## src/rtl/packet_stream_pkg.sv

```systemverilog
// Shared FSM state type and byte-mask helper for the packet stream reader.
package packet_stream_pkg;

    typedef enum logic [1:0] {
        IDLE  = 2'd0,
        READ  = 2'd1,
        DRAIN = 2'd2
    } state_e;

    // Valid-byte mask of a packet's final word; a zero remainder means the word is full.
    function automatic logic [7:0] keep_from_rem(input logic [2:0] rem, input int unsigned bytes);
        logic [7:0] mask_s;
        if (rem == 3'd0) begin
            mask_s = (8'h01 << bytes) - 8'h01;
        end else begin
            mask_s = (8'h01 << rem) - 8'h01;
        end
        return mask_s;
    endfunction

endpackage

```

## src/rtl/bsg_two_fifo.sv

```systemverilog
// Two-entry FIFO used as the reader's output queue; ready_o low means full.
module bsg_two_fifo #(
    parameter int width_p = 8
) (
    input  logic               clk_i,
    input  logic               reset_i,
    input  logic [width_p-1:0] data_i,
    input  logic               v_i,
    output logic               ready_o,
    output logic [width_p-1:0] data_o,
    output logic               v_o,
    input  logic               yumi_i
);

    logic [width_p-1:0] mem_r [2];
    logic               head_r;
    logic               tail_r;
    logic [1:0]         count_r;
    logic               enq_s;
    logic               deq_s;

    assign ready_o = (count_r != 2'd2);
    assign v_o     = (count_r != 2'd0);
    assign enq_s   = v_i & ready_o;
    assign deq_s   = yumi_i & v_o;
    assign data_o  = mem_r[head_r];

    // Pointers and occupancy
    always_ff @(posedge clk_i) begin
        if (reset_i) begin
            head_r  <= 1'b0;
            tail_r  <= 1'b0;
            count_r <= 2'd0;
        end else begin
            if (enq_s) begin
                tail_r <= ~tail_r;
            end
            if (deq_s) begin
                head_r <= ~head_r;
            end
            count_r <= count_r + {1'b0, enq_s} - {1'b0, deq_s};
        end
    end

    // Storage, written only on enqueue
    always_ff @(posedge clk_i) begin
        if (enq_s) begin
            mem_r[tail_r] <= data_i;
        end
    end

endmodule

```

## src/rtl/packet_stream_reader_chk.sv

```systemverilog
// Simulation-only protocol invariants of the packet stream reader.
module packet_stream_reader_chk #(
    parameter int els_p        = 2048,
    parameter int size_width_p = 12
) (
    input logic                    clk_i,
    input logic                    reset_i,
    input logic [size_width_p-1:0] size,
    input logic                    rdata_arrive,
    input logic                    q_ready,
    input logic                    ack,
    input logic                    avail
);

    // Check size range, queue overflow and ack-without-packet every cycle
    always_ff @(posedge clk_i) begin
        if (!reset_i) begin
            assert (size <= size_width_p'(els_p))
                else $error("reader: latched size exceeds slot size");
            assert (!(rdata_arrive && !q_ready))
                else $error("reader: read data returned into a full queue");
            assert (!(ack && !avail))
                else $error("reader: ack raised with no packet available");
        end
    end

endmodule

```

## src/rtl/packet_stream_reader.sv

```systemverilog
// Drains packets from the slot buffer read port into a byte-keep valid/ready stream,
// absorbing the one-cycle read latency with a credit-managed two-entry queue.
module packet_stream_reader
    import packet_stream_pkg::*;
#(
    parameter int data_width_p = 64,
    parameter int els_p        = 2048,
    localparam int bytes_lp             = data_width_p / 8,
    localparam int addr_width_lp        = $clog2(els_p),
    localparam int packet_size_width_lp = $clog2(els_p + 1)
) (
    input  logic                            clk_i,
    input  logic                            reset_i,
    input  logic                            packet_avail_i,
    output logic                            packet_ack_o,
    output logic                            packet_rvalid_o,
    output logic [addr_width_lp-1:0]        packet_raddr_o,
    output logic [1:0]                      packet_rdata_size_o,
    input  logic [data_width_p-1:0]         packet_rdata_i,
    input  logic [packet_size_width_lp-1:0] packet_rsize_i,
    output logic [data_width_p-1:0]         tx_data_o,
    output logic [bytes_lp-1:0]             tx_keep_o,
    output logic                            tx_last_o,
    output logic                            tx_v_o,
    input  logic                            tx_ready_i
);

    localparam int lg_bytes_lp = $clog2(bytes_lp);
    localparam int psw_lp      = packet_size_width_lp;
    localparam int q_width_lp  = data_width_p + bytes_lp + 1;

    state_e                  state_r, state_n;
    logic [psw_lp-1:0]       size_r, words_r, word_cnt_r, words_s;
    logic [addr_width_lp-1:0] raddr_r;
    logic                    inflight_r, meta_last_r;
    logic [bytes_lp-1:0]     meta_keep_r, keep_s;
    logic [7:0]              keep_rem_s;
    logic                    issue_s, issue_last_s, credit_s, pop_s, last_hs_s;
    logic                    q_ready_s, q_v_s;
    logic [q_width_lp-1:0]   q_data_s;
    logic [2:0]              occupancy_s;

    assign words_s      = (packet_rsize_i + psw_lp'(bytes_lp - 1)) >> lg_bytes_lp;
    assign keep_rem_s   = keep_from_rem(3'(size_r[lg_bytes_lp-1:0]), bytes_lp);
    assign issue_last_s = (word_cnt_r == (words_r - psw_lp'(1)));
    assign keep_s       = issue_last_s ? keep_rem_s[bytes_lp-1:0] : {bytes_lp{1'b1}};

    // Queued entries plus the read in flight, less the beat leaving this cycle, must leave room
    assign occupancy_s  = 3'({~q_ready_s, q_v_s & q_ready_s}) + 3'(inflight_r);
    assign credit_s     = (occupancy_s < (3'd2 + 3'(pop_s)));
    assign pop_s        = q_v_s & tx_ready_i;
    assign last_hs_s    = pop_s & q_data_s[0];

    assign packet_rvalid_o     = issue_s;
    assign packet_raddr_o      = raddr_r;
    assign packet_rdata_size_o = 2'(lg_bytes_lp);

    // State register
    always_ff @(posedge clk_i) begin
        if (reset_i) begin
            state_r <= IDLE;
        end else begin
            state_r <= state_n;
        end
    end

    // Next-state logic
    always_comb begin
        state_n = state_r;
        case (state_r)
            IDLE: begin
                if (packet_avail_i && (packet_rsize_i != {psw_lp{1'b0}})) state_n = READ;
                else state_n = IDLE;
            end
            READ: begin
                if (issue_s && issue_last_s) state_n = DRAIN;
                else state_n = READ;
            end
            DRAIN: begin
                if (last_hs_s) state_n = IDLE;
                else state_n = DRAIN;
            end
            default: state_n = IDLE;
        endcase
    end

    // Read issue and slot release
    always_comb begin
        issue_s      = 1'b0;
        packet_ack_o = 1'b0;
        case (state_r)
            IDLE:    packet_ack_o = packet_avail_i && (packet_rsize_i == {psw_lp{1'b0}});
            READ:    issue_s = credit_s;
            DRAIN:   packet_ack_o = last_hs_s;
            default: begin
                issue_s      = 1'b0;
                packet_ack_o = 1'b0;
            end
        endcase
    end

    // Packet bookkeeping and per-beat metadata that travels with the read
    always_ff @(posedge clk_i) begin
        if (reset_i) begin
            size_r      <= {psw_lp{1'b0}};
            words_r     <= {psw_lp{1'b0}};
            word_cnt_r  <= {psw_lp{1'b0}};
            raddr_r     <= {addr_width_lp{1'b0}};
            inflight_r  <= 1'b0;
            meta_keep_r <= {bytes_lp{1'b0}};
            meta_last_r <= 1'b0;
        end else begin
            inflight_r <= issue_s;
            if (issue_s) begin
                meta_keep_r <= keep_s;
                meta_last_r <= issue_last_s;
            end
            if ((state_r == IDLE) && packet_avail_i) begin
                size_r     <= packet_rsize_i;
                words_r    <= words_s;
                word_cnt_r <= {psw_lp{1'b0}};
                raddr_r    <= {addr_width_lp{1'b0}};
            end else if (issue_s) begin
                word_cnt_r <= word_cnt_r + psw_lp'(1);
                raddr_r    <= raddr_r + addr_width_lp'(bytes_lp);
            end
        end
    end

    bsg_two_fifo #(.width_p(q_width_lp)) out_q (
        .clk_i   (clk_i),
        .reset_i (reset_i),
        .data_i  ({packet_rdata_i, meta_keep_r, meta_last_r}),
        .v_i     (inflight_r),
        .ready_o (q_ready_s),
        .data_o  (q_data_s),
        .v_o     (q_v_s),
        .yumi_i  (pop_s)
    );

    // Stream outputs read as zero whenever no beat is offered
    always_comb begin
        tx_v_o = q_v_s;
        if (q_v_s) begin
            tx_data_o = q_data_s[q_width_lp-1 -: data_width_p];
            tx_keep_o = q_data_s[bytes_lp:1];
            tx_last_o = q_data_s[0];
        end else begin
            tx_data_o = {data_width_p{1'b0}};
            tx_keep_o = {bytes_lp{1'b0}};
            tx_last_o = 1'b0;
        end
    end

    packet_stream_reader_chk #(.els_p(els_p), .size_width_p(psw_lp)) chk (
        .clk_i        (clk_i),
        .reset_i      (reset_i),
        .size         (size_r),
        .rdata_arrive (inflight_r),
        .q_ready      (q_ready_s),
        .ack          (packet_ack_o),
        .avail        (packet_avail_i)
    );

endmodule
```

## config.mk

```make
export PLATFORM = sky130hd
export DESIGN_NAME = packet_stream_reader
export DESIGN_NICKNAME = d
export VERILOG_FILES = /design/src/rtl/packet_stream_pkg.sv /design/src/rtl/bsg_two_fifo.sv /design/src/rtl/packet_stream_reader_chk.sv /design/src/rtl/packet_stream_reader.sv
export SDC_FILE = /design/constraint.sdc
export NUM_CORES = 1
export LEC_CHECK = 0
export ABC_AREA = 1
export BUFFER_PORTS_ARGS = -buffer_cell sky130_fd_sc_hd__buf_2
export CAP_MARGIN = 20
export CORE_MARGIN = 5
export CORE_UTILIZATION = 55
export DETAILED_ROUTE_END_ITERATION = 10
export PLACE_DENSITY = 0.84
export SLEW_MARGIN = 20
export SYNTH_ARGS = -nofsm -noshare
export SYNTH_HDL_FRONTEND = slang
export SYNTH_SLANG_ARGS = --single-unit
```

## constraint.sdc

```tcl
create_clock -name clk_i -period 7.7 [get_ports clk_i]
set_input_delay 0.77 -clock clk_i [delete_from_list [all_inputs] [get_ports clk_i]]
set_output_delay 0.77 -clock clk_i [all_outputs]
set_load 0.05 [all_outputs]
```

==> results of run 1 <==
## final cells by class
| class | count | area, sq um |
|---|---|---|
| fill | 1079 | 4801 |
| clock buffer | 17 | 425.4 |
| timing repair buffer | 169 | 860.8 |
| sequential | 195 | 5366 |
| inverter | 71 | 266.5 |
| tap | 184 | 230.2 |
| clock inverter | 15 | 163.9 |
| multi-input combinational | 507 | 2365 |
## state kept, by name, summed over array words and instances, names as in the netlist, named ones only
name / count
words_r: 9
state_r: 2
size_r: 3
inflight_r: 1
packet_raddr_o: 8
meta_keep_r: 8
word_cnt_r: 12
out_q.head_r: 1
out_q.tail_r: 1
meta_last_r: 1
out_q.count_r: 2
out_q.mem_r: 146
## layer usage
| layer | global-route usage | up-vias |
|---|---|---|
| met3 | 0.05428 | 24 |
| met2 | 0.3172 | 225 |
| met4 | 0.06343 | 0 |
| met1 | 0.2526 | 2776 |
| met5 | 0 | - |
| li1 | - | 2996 |
## where the power goes
| part | total, W | internal, W | switching [W] |
|---|---|---|---|
| sequential | 0.00124 | 0.00121 | 0.0000340 |
| combinational | 0.00139 | 0.000268 | 0.00112 |
| clock | 0.000860 | 0.000462 | 0.000398 |
| total | 0.00349 | 0.00194 | 0.00155 |
## cells by family after synthesis
group,Yosys count,synth area share
AND/OR/NAND/NOR,362,0.1896
buffers and inverters,105,0.05149
AO/OA/AOI/OAI,127,0.08016
other,2,0.0009253
XOR/XNOR,7,0.007554
flip-flops,195,0.6610
adder cells (fa/ha/maj),6,0.009249
## synthesized netlist by cell type (all sizes together), types with 3 or more instances
| library cell | number |
|---|---|
| ha | 6 |
| o22ai | 3 |
| nand4 | 5 |
| buf | 9 |
| nor2 | 72 |
| nor3 | 9 |
| a21oi | 94 |
| o21ai | 26 |
| nand2 | 243 |
| dfxtp | 49 |
| xor2 | 5 |
| nor4 | 3 |
| clkbuf | 25 |
| inv | 70 |
| edfxtp | 146 |
| nand3 | 25 |
## cell usage in the layout (no fill, tap or decap), drive strengths merged
cell type / synthesis / final
a211oi: 1 / 1
a21oi: 94 / 94
a31oi: 1 / 1
buf: 9 / 169
bufinv: 0 / 1
clkbuf: 25 / 17
clkinv: 1 / 6
conb: 2 / 5
dfxtp: 49 / 49
edfxtp: 146 / 146
ha: 6 / 6
inv: 70 / 79
nand2: 243 / 243
nand3: 25 / 25
nand3b: 2 / 2
nand4: 5 / 5
nor2: 72 / 72
nor3: 9 / 9
nor3b: 2 / 2
nor4: 3 / 3
o21ai: 26 / 26
o22ai: 3 / 3
o32ai: 2 / 2
or2: 1 / 1
xnor2: 2 / 2
xor2: 5 / 5
## worst max-delay path, delay by kind of cell (launching register included)
kind	cells	cell delay [ps]
simple gates	1	110
flops	1	310
compound gates	1	200
buf+inv	4	1620
## stage by stage
step,cells,total power [W],hold slack (ps),utilization
2_1_floorplan,807,0.002339,425.9,-
3_5_place_dp,1126,0.002659,439.8,0.6277
3_3_place_gp,1126,0.002639,431.9,0.6277
4_1_cts,1158,0.003518,456.8,0.6684
5_1_grt,1158,0.003660,487.0,0.6684
6_report,1158,0.003495,451.5,0.6684
## worst paths after layout
| kind | from | end | slack [ps] | cells past startpoint |
|---|---|---|---|---|
| max | flop | tx_data_o[24] | 4190 | 6 |
| min | meta_keep_r[6] | out_q.mem_r[0][7] | 450 | 0 |
| max reg2reg | out_q.count_r[0] | out_q.mem_r[0][27] | 5010 | 5 |
| min reg2reg | meta_keep_r[6] | out_q.mem_r[0][7] | 450 | 0 |
==> summary.txt, run 1 <==
Cells and area
  – Diodes inserted: 0
  – Design area: 9678 sq um
  – Area grow syn2layout: 19.24%
  – Layout cells sized above 1: 0.2351
  – Layout Nets: 1,047

Timing
  – Least-Margin Pin Slew: 963.7 ps
  – Final setup violation count: 0
  – Pins Over Slew Limit: 0
  – Tmin final: 3511 ps
  – Final Hold Vio Count: 0
  – Slew Limit Headroom: 0.3560
  – Final Cycle Share: 0.4560
  – Final WS setup: 4189 ps
  – RSZ-0062 raised after global routing: no
  – Clock skew: 7.443 ps
  – Post-route setup TNS: 0 ps
  – Max Clk Rate: 0.2848 GHz

Job
  – Max-Cap Viols: 0

Floorplanning
  – Die width: 131.5 um
  – IO Pins: 169
  – DIE AREA: 17,290 sq um
  – Core Area: 14,480 sq um
  – FP Rows: 44
  – Die Span Y: 131.5 um
  – Initial Utilization: 0.5606

Place
  – Gp weighted congestion: 0.8697
  – Placed cell area: 9089 sq um
  – Pre-CTS WS: 4689 ps
  – Hpwl dp: 11,700 um
  – Port Buffers: 163

Route
  – DRT Wirelength: 17,050 um
  – Vias per Instance: 5.199
  – Drt first pass iters: 5
  – Routed wl met2: 8278 um
  – Met1 Wirelength: 7278 um
  – Post-DR wirelength/cell: 14.72 um
  – DR WL met3: 1214 um
  – Max Used Layer: met4
  – Drt drc: 0
  – Via count: 6,021
  – Drt initial violations: 374
  – Post-route ant nets: 0

Critical path
  – CP required: 6930 ps
  – Startpoint types: flop
  – CP Max Fanout: 74
  – Critical path's most frequent cell: buf_4
  – Crit path capture type: output port
  – Crit-path cells: buf_4, inv_2, buf_4, nand2_1, a21oi_1, buf_2
  – Worst path max stage delay: 500 ps
  – CP Data Arrival Time: 2740 ps
  – Cell with the largest stage delay on the worst path: buf_4
  – WS Path Type: flop to output port

Clock tree
  – Insertion delay of the later-clocked pin in the worst-skew pair: 430 ps
  – H-Tree Depth: 4
  – Post-CTS Repair Setup Buffers: 0
  – Worst-case clock buffer depth: 2
  – CTS tree: done
  – Clk sink count: 195
  – Reg clk slew, reported paths: 70 ps
  – Clock Tree Root: clkbuf_16
  – Hold_buf cts: 0
  – Post-CTS sizing: 0
  – CTS buffer count: 17

Yosys
  – Syn_area_per_cell: 10.10 sq um
  – Unique masters post-synth: 37
  – Sequential area share after synthesis: 0.6610
  – Synth top area cells: edfxtp_1 54%, dfxtp_1 12%, nand2_1 11%
  – Top FF cell, synth: edfxtp_1
  – Ys async rst share: 0
  – Gate Count Post-Synth: 804
  – Synth Register Bits: 195
  – Mapped cell area: 8117 sq um
  – Cell taking the most area after synthesis: edfxtp_1
  – Syn. warnings: 0
  – Top cell type's share of synthesized area: 0.5402
  – Number of flops mapped to enable cells by yosys: 146

Power and ir drop
  – Leakage power: 4.061 nW
  – Pwr Density: 361.1 nW/um^2
  – Worst VDD drop: 0.1885 mV

Global route
  – Overflow after GRT: 0
  – Initial antenna violation count: 0
  – Largest net degree at the start of global routing: 75
  – First-pass GRT wire length: 27,290 um
  – Vias in the first global route: 5,535
  – GRT Overall Usage: 0.1942

Worst hold path
  – HP Class: flop to flop

Outcome
  – Status: complete, no violations
Note: power is estimated with default switching activity, not from simulation.
==> inputs of run 2 (changes only) <==
Settings changed: CORE_UTILIZATION 55 to 49, PLACE_DENSITY 0.84 to 0.8.
Clock period 7.7 ns to 3.02 ns, I/O delays scaled along.
==> summary.txt, run 2 (same netlist as run 1, synthesis figures left out) <==
Outcome
  – Status: complete, no violations

Clock tree
  – CTS tree: done
  – CTS buffer count: 17 (unchanged)
  – Clock Tree Root: clkbuf_16
  – Insertion delay of the later-clocked pin in the worst-skew pair: 420 ps (about the same)
  – Clk sink count: 195 (unchanged)
  – Hold_buf cts: 0 (unchanged)
  – Reg clk slew, reported paths: 70 ps (about the same)
  – Worst-case clock buffer depth: 2 (unchanged)
  – Post-CTS Repair Setup Buffers: 0 (unchanged)
  – Post-CTS sizing: 0 (unchanged)
  – H-Tree Depth: 4 (unchanged)

Cells and area
  – Design area: 9749 sq um (+0.74%)
  – Biggest register: out_q.mem_r
  – Most frequent cells in the layout: 241 x nand2_1, 163 x buf_2, 146 x edfxtp_1
  – Area grow syn2layout: 20.12%
  – Most common cell after layout, fill and taps aside: nand2_1
  – Max FFs per register: 146 (unchanged)
  – Finished Core Util: 0.5942 (-0.07420)
  – Layout cells sized above 1: 0.2372 (+0.002106)
  – Layout Nets: 1,051 (+0.38%)
  – Top flop regs: out_q.mem_r (146), word_cnt_r (12), words_r (9)

Critical path
  – CP required: 2720 ps (-4210 ps)
  – Reg2reg start: out_q.count_r[0]
  – FF-to-FF setup slack: 1060 ps (-3950 ps)
  – WS Path Type: flop to output port
  – CP Max Fanout: 19 (-74%)
  – Reg2Reg Depth: 11 (+6)
  – CP Data Arrival Time: 2040 ps (-700 ps)
  – Startpoint types: flop
  – Capture point of the worst reg-to-reg path: word_cnt_r[10]
  – CP startpoint: out_q.count_r[0]
  – Crit path to: packet_rvalid_o
  – Crit path capture type: output port

Route
  – Via count: 6,050 (+0.48%)
  – Post-route ant nets: 0 (unchanged)
  – Drt initial violations: 385 (+2.9%)
  – Vias per Instance: 5.046 (-3.0%)
  – Drt first pass iters: 5 (unchanged)
  – DRT Wirelength: 17,840 um (+4.6%)
  – Post-DR wirelength/cell: 14.88 um (+1.0%)
  – Drt drc: 0 (unchanged)

Floorplanning
  – Initial Utilization: 0.4947 (-0.06588)
  – IO Pins: 169 (unchanged)
  – Die width: 138.7 um (+5.5%)
  – DIE AREA: 19,240 sq um (+11%)
  – Die Span Y: 138.7 um (+5.5%)
  – Core Area: 16,410 sq um (+13%)
  – FP Rows: 47 (+6.8%)

Timing
  – Clock skew: 8.386 ps (+0.9429 ps)
  – Post-route setup TNS: 0 ps (unchanged)
  – Tmin final: 2338 ps
  – Least-Margin Pin Slew: 535.3 ps (-428.4 ps)
  – Slew Limit Headroom: 0.6428 (+0.2868)
  – RSZ-0062 raised after global routing: no
  – Pins Over Slew Limit: 0 (unchanged)
  – Final WS setup: 682.0 ps (-3507 ps)
  – Max Clk Rate: 0.4277 GHz
  – Final hold slack: 67.37 ps (-384.1 ps)
  – Final Cycle Share: 0.7742
  – Final Hold Vio Count: 0 (unchanged)
  – Final setup violation count: 0 (unchanged)

Place
  – Placed cell area: 9176 sq um (+0.96%)
  – Gp weighted congestion: 0.8561 (-1.6%)
  – Hpwl dp: 11,940 um (+2.0%)
  – Pre-CTS WS: 1099 ps (-3591 ps)
  – Port Buffers: 163 (unchanged)

Job
  – Max-Cap Viols: 0 (unchanged)

Global route
  – Overflow after GRT: 0 (unchanged)
  – Initial antenna violation count: 0 (unchanged)
  – Largest net degree at the start of global routing: 75 (unchanged)
  – First-pass GRT wire length: 28,860 um (+5.7%)
  – Vias in the first global route: 5,882 (+6.3%)
  – GRT Overall Usage: 0.1854 (-0.008764)

Power and ir drop
  – Worst VDD drop: 0.4795 mV (+150%)
  – Pwr Density: 918.1 nW/um^2 (+150%)
  – Leakage power: 4.075 nW (+0.35%)

Worst hold path
  – HP Class: input port to flop
  – WHS Path Cells: 1 (+1)
==> run 2: cell count changes in the layout (fill, tap and decap cells not counted), sizes merged <==
cell / previous run / this run
buf: 169 / 173
clkbuf: 17 / 18
diode: 0 / 1
inv: 79 / 78
==> run 2: layout make-up <==
| type | count | area [sq um] |
|---|---|---|
| inverters | 71 | 266.5 |
| diodes | 1 | 2.502 |
| repair buffers | 173 | 903.4 |
| clock buffers | 18 | 429.2 |
| well taps | 220 | 275.3 |
| multi-input cells | 507 | 2365 |
| flip-flops and latches | 195 | 5366 |
| fillers | 1339 | 6658 |
| clock inverters | 14 | 141.4 |
==> run 2: how the worst min path moves through the flow <==
| stage | end | start |
|---|---|---|
| 2_1_floorplan | out_q.mem_r[0][10] | packet_rdata_i[1] |
| 3_3_place_gp | out_q.mem_r[0][6] | meta_keep_r[5] |
| 3_5_place_dp | out_q.mem_r[1][6] | meta_keep_r[5] |
| 4_1_cts | out_q.mem_r[0][44] | packet_rdata_i[35] |
| 5_1_grt | out_q.mem_r[0][44] | packet_rdata_i[35] |
| 6_report | out_q.mem_r[0][44] | packet_rdata_i[35] |
==> run 2: report_power, final <==
part | internal, W | leakage [nW] | switching, W
combinational | 0.000706 | 2.06 | 0.00291
clock | 0.00117 | 0.284 | 0.000996
sequential | 0.00308 | 1.73 | 0.0000882
total | 0.00496 | 4.07 | 0.00400
==> run 2: layer usage <==
layer | track usage | part of all wire | vias to the layer above
met5 | 0 | 0 | -
met4 | 0.06488 | 0.018 | 0
met3 | 0.04000 | 0.062 | 26
met2 | 0.3183 | 0.50 | 179
met1 | 0.2337 | 0.42 | 2839
li1 | - | - | 3006
==> run 2: through the flow <==
stage / instances / total power (W)
final: 1199 / 0.008951
after CTS: 1198 / 0.009016
after global routing: 1198 / 0.009359
after global placement: 1166 / 0.006808
after detailed placement: 1166 / 0.006854
after floorplan: 807 / 0.005958
==> run 2: worst max-delay path, stage by stage (launching register included) <==
cell and delay (ps):
dfxtp_1 430, ha_1 260, inv_1 50, nand2_1 60
nand3_2 90, nand2_4 160, inv_2 250, buf_2 320
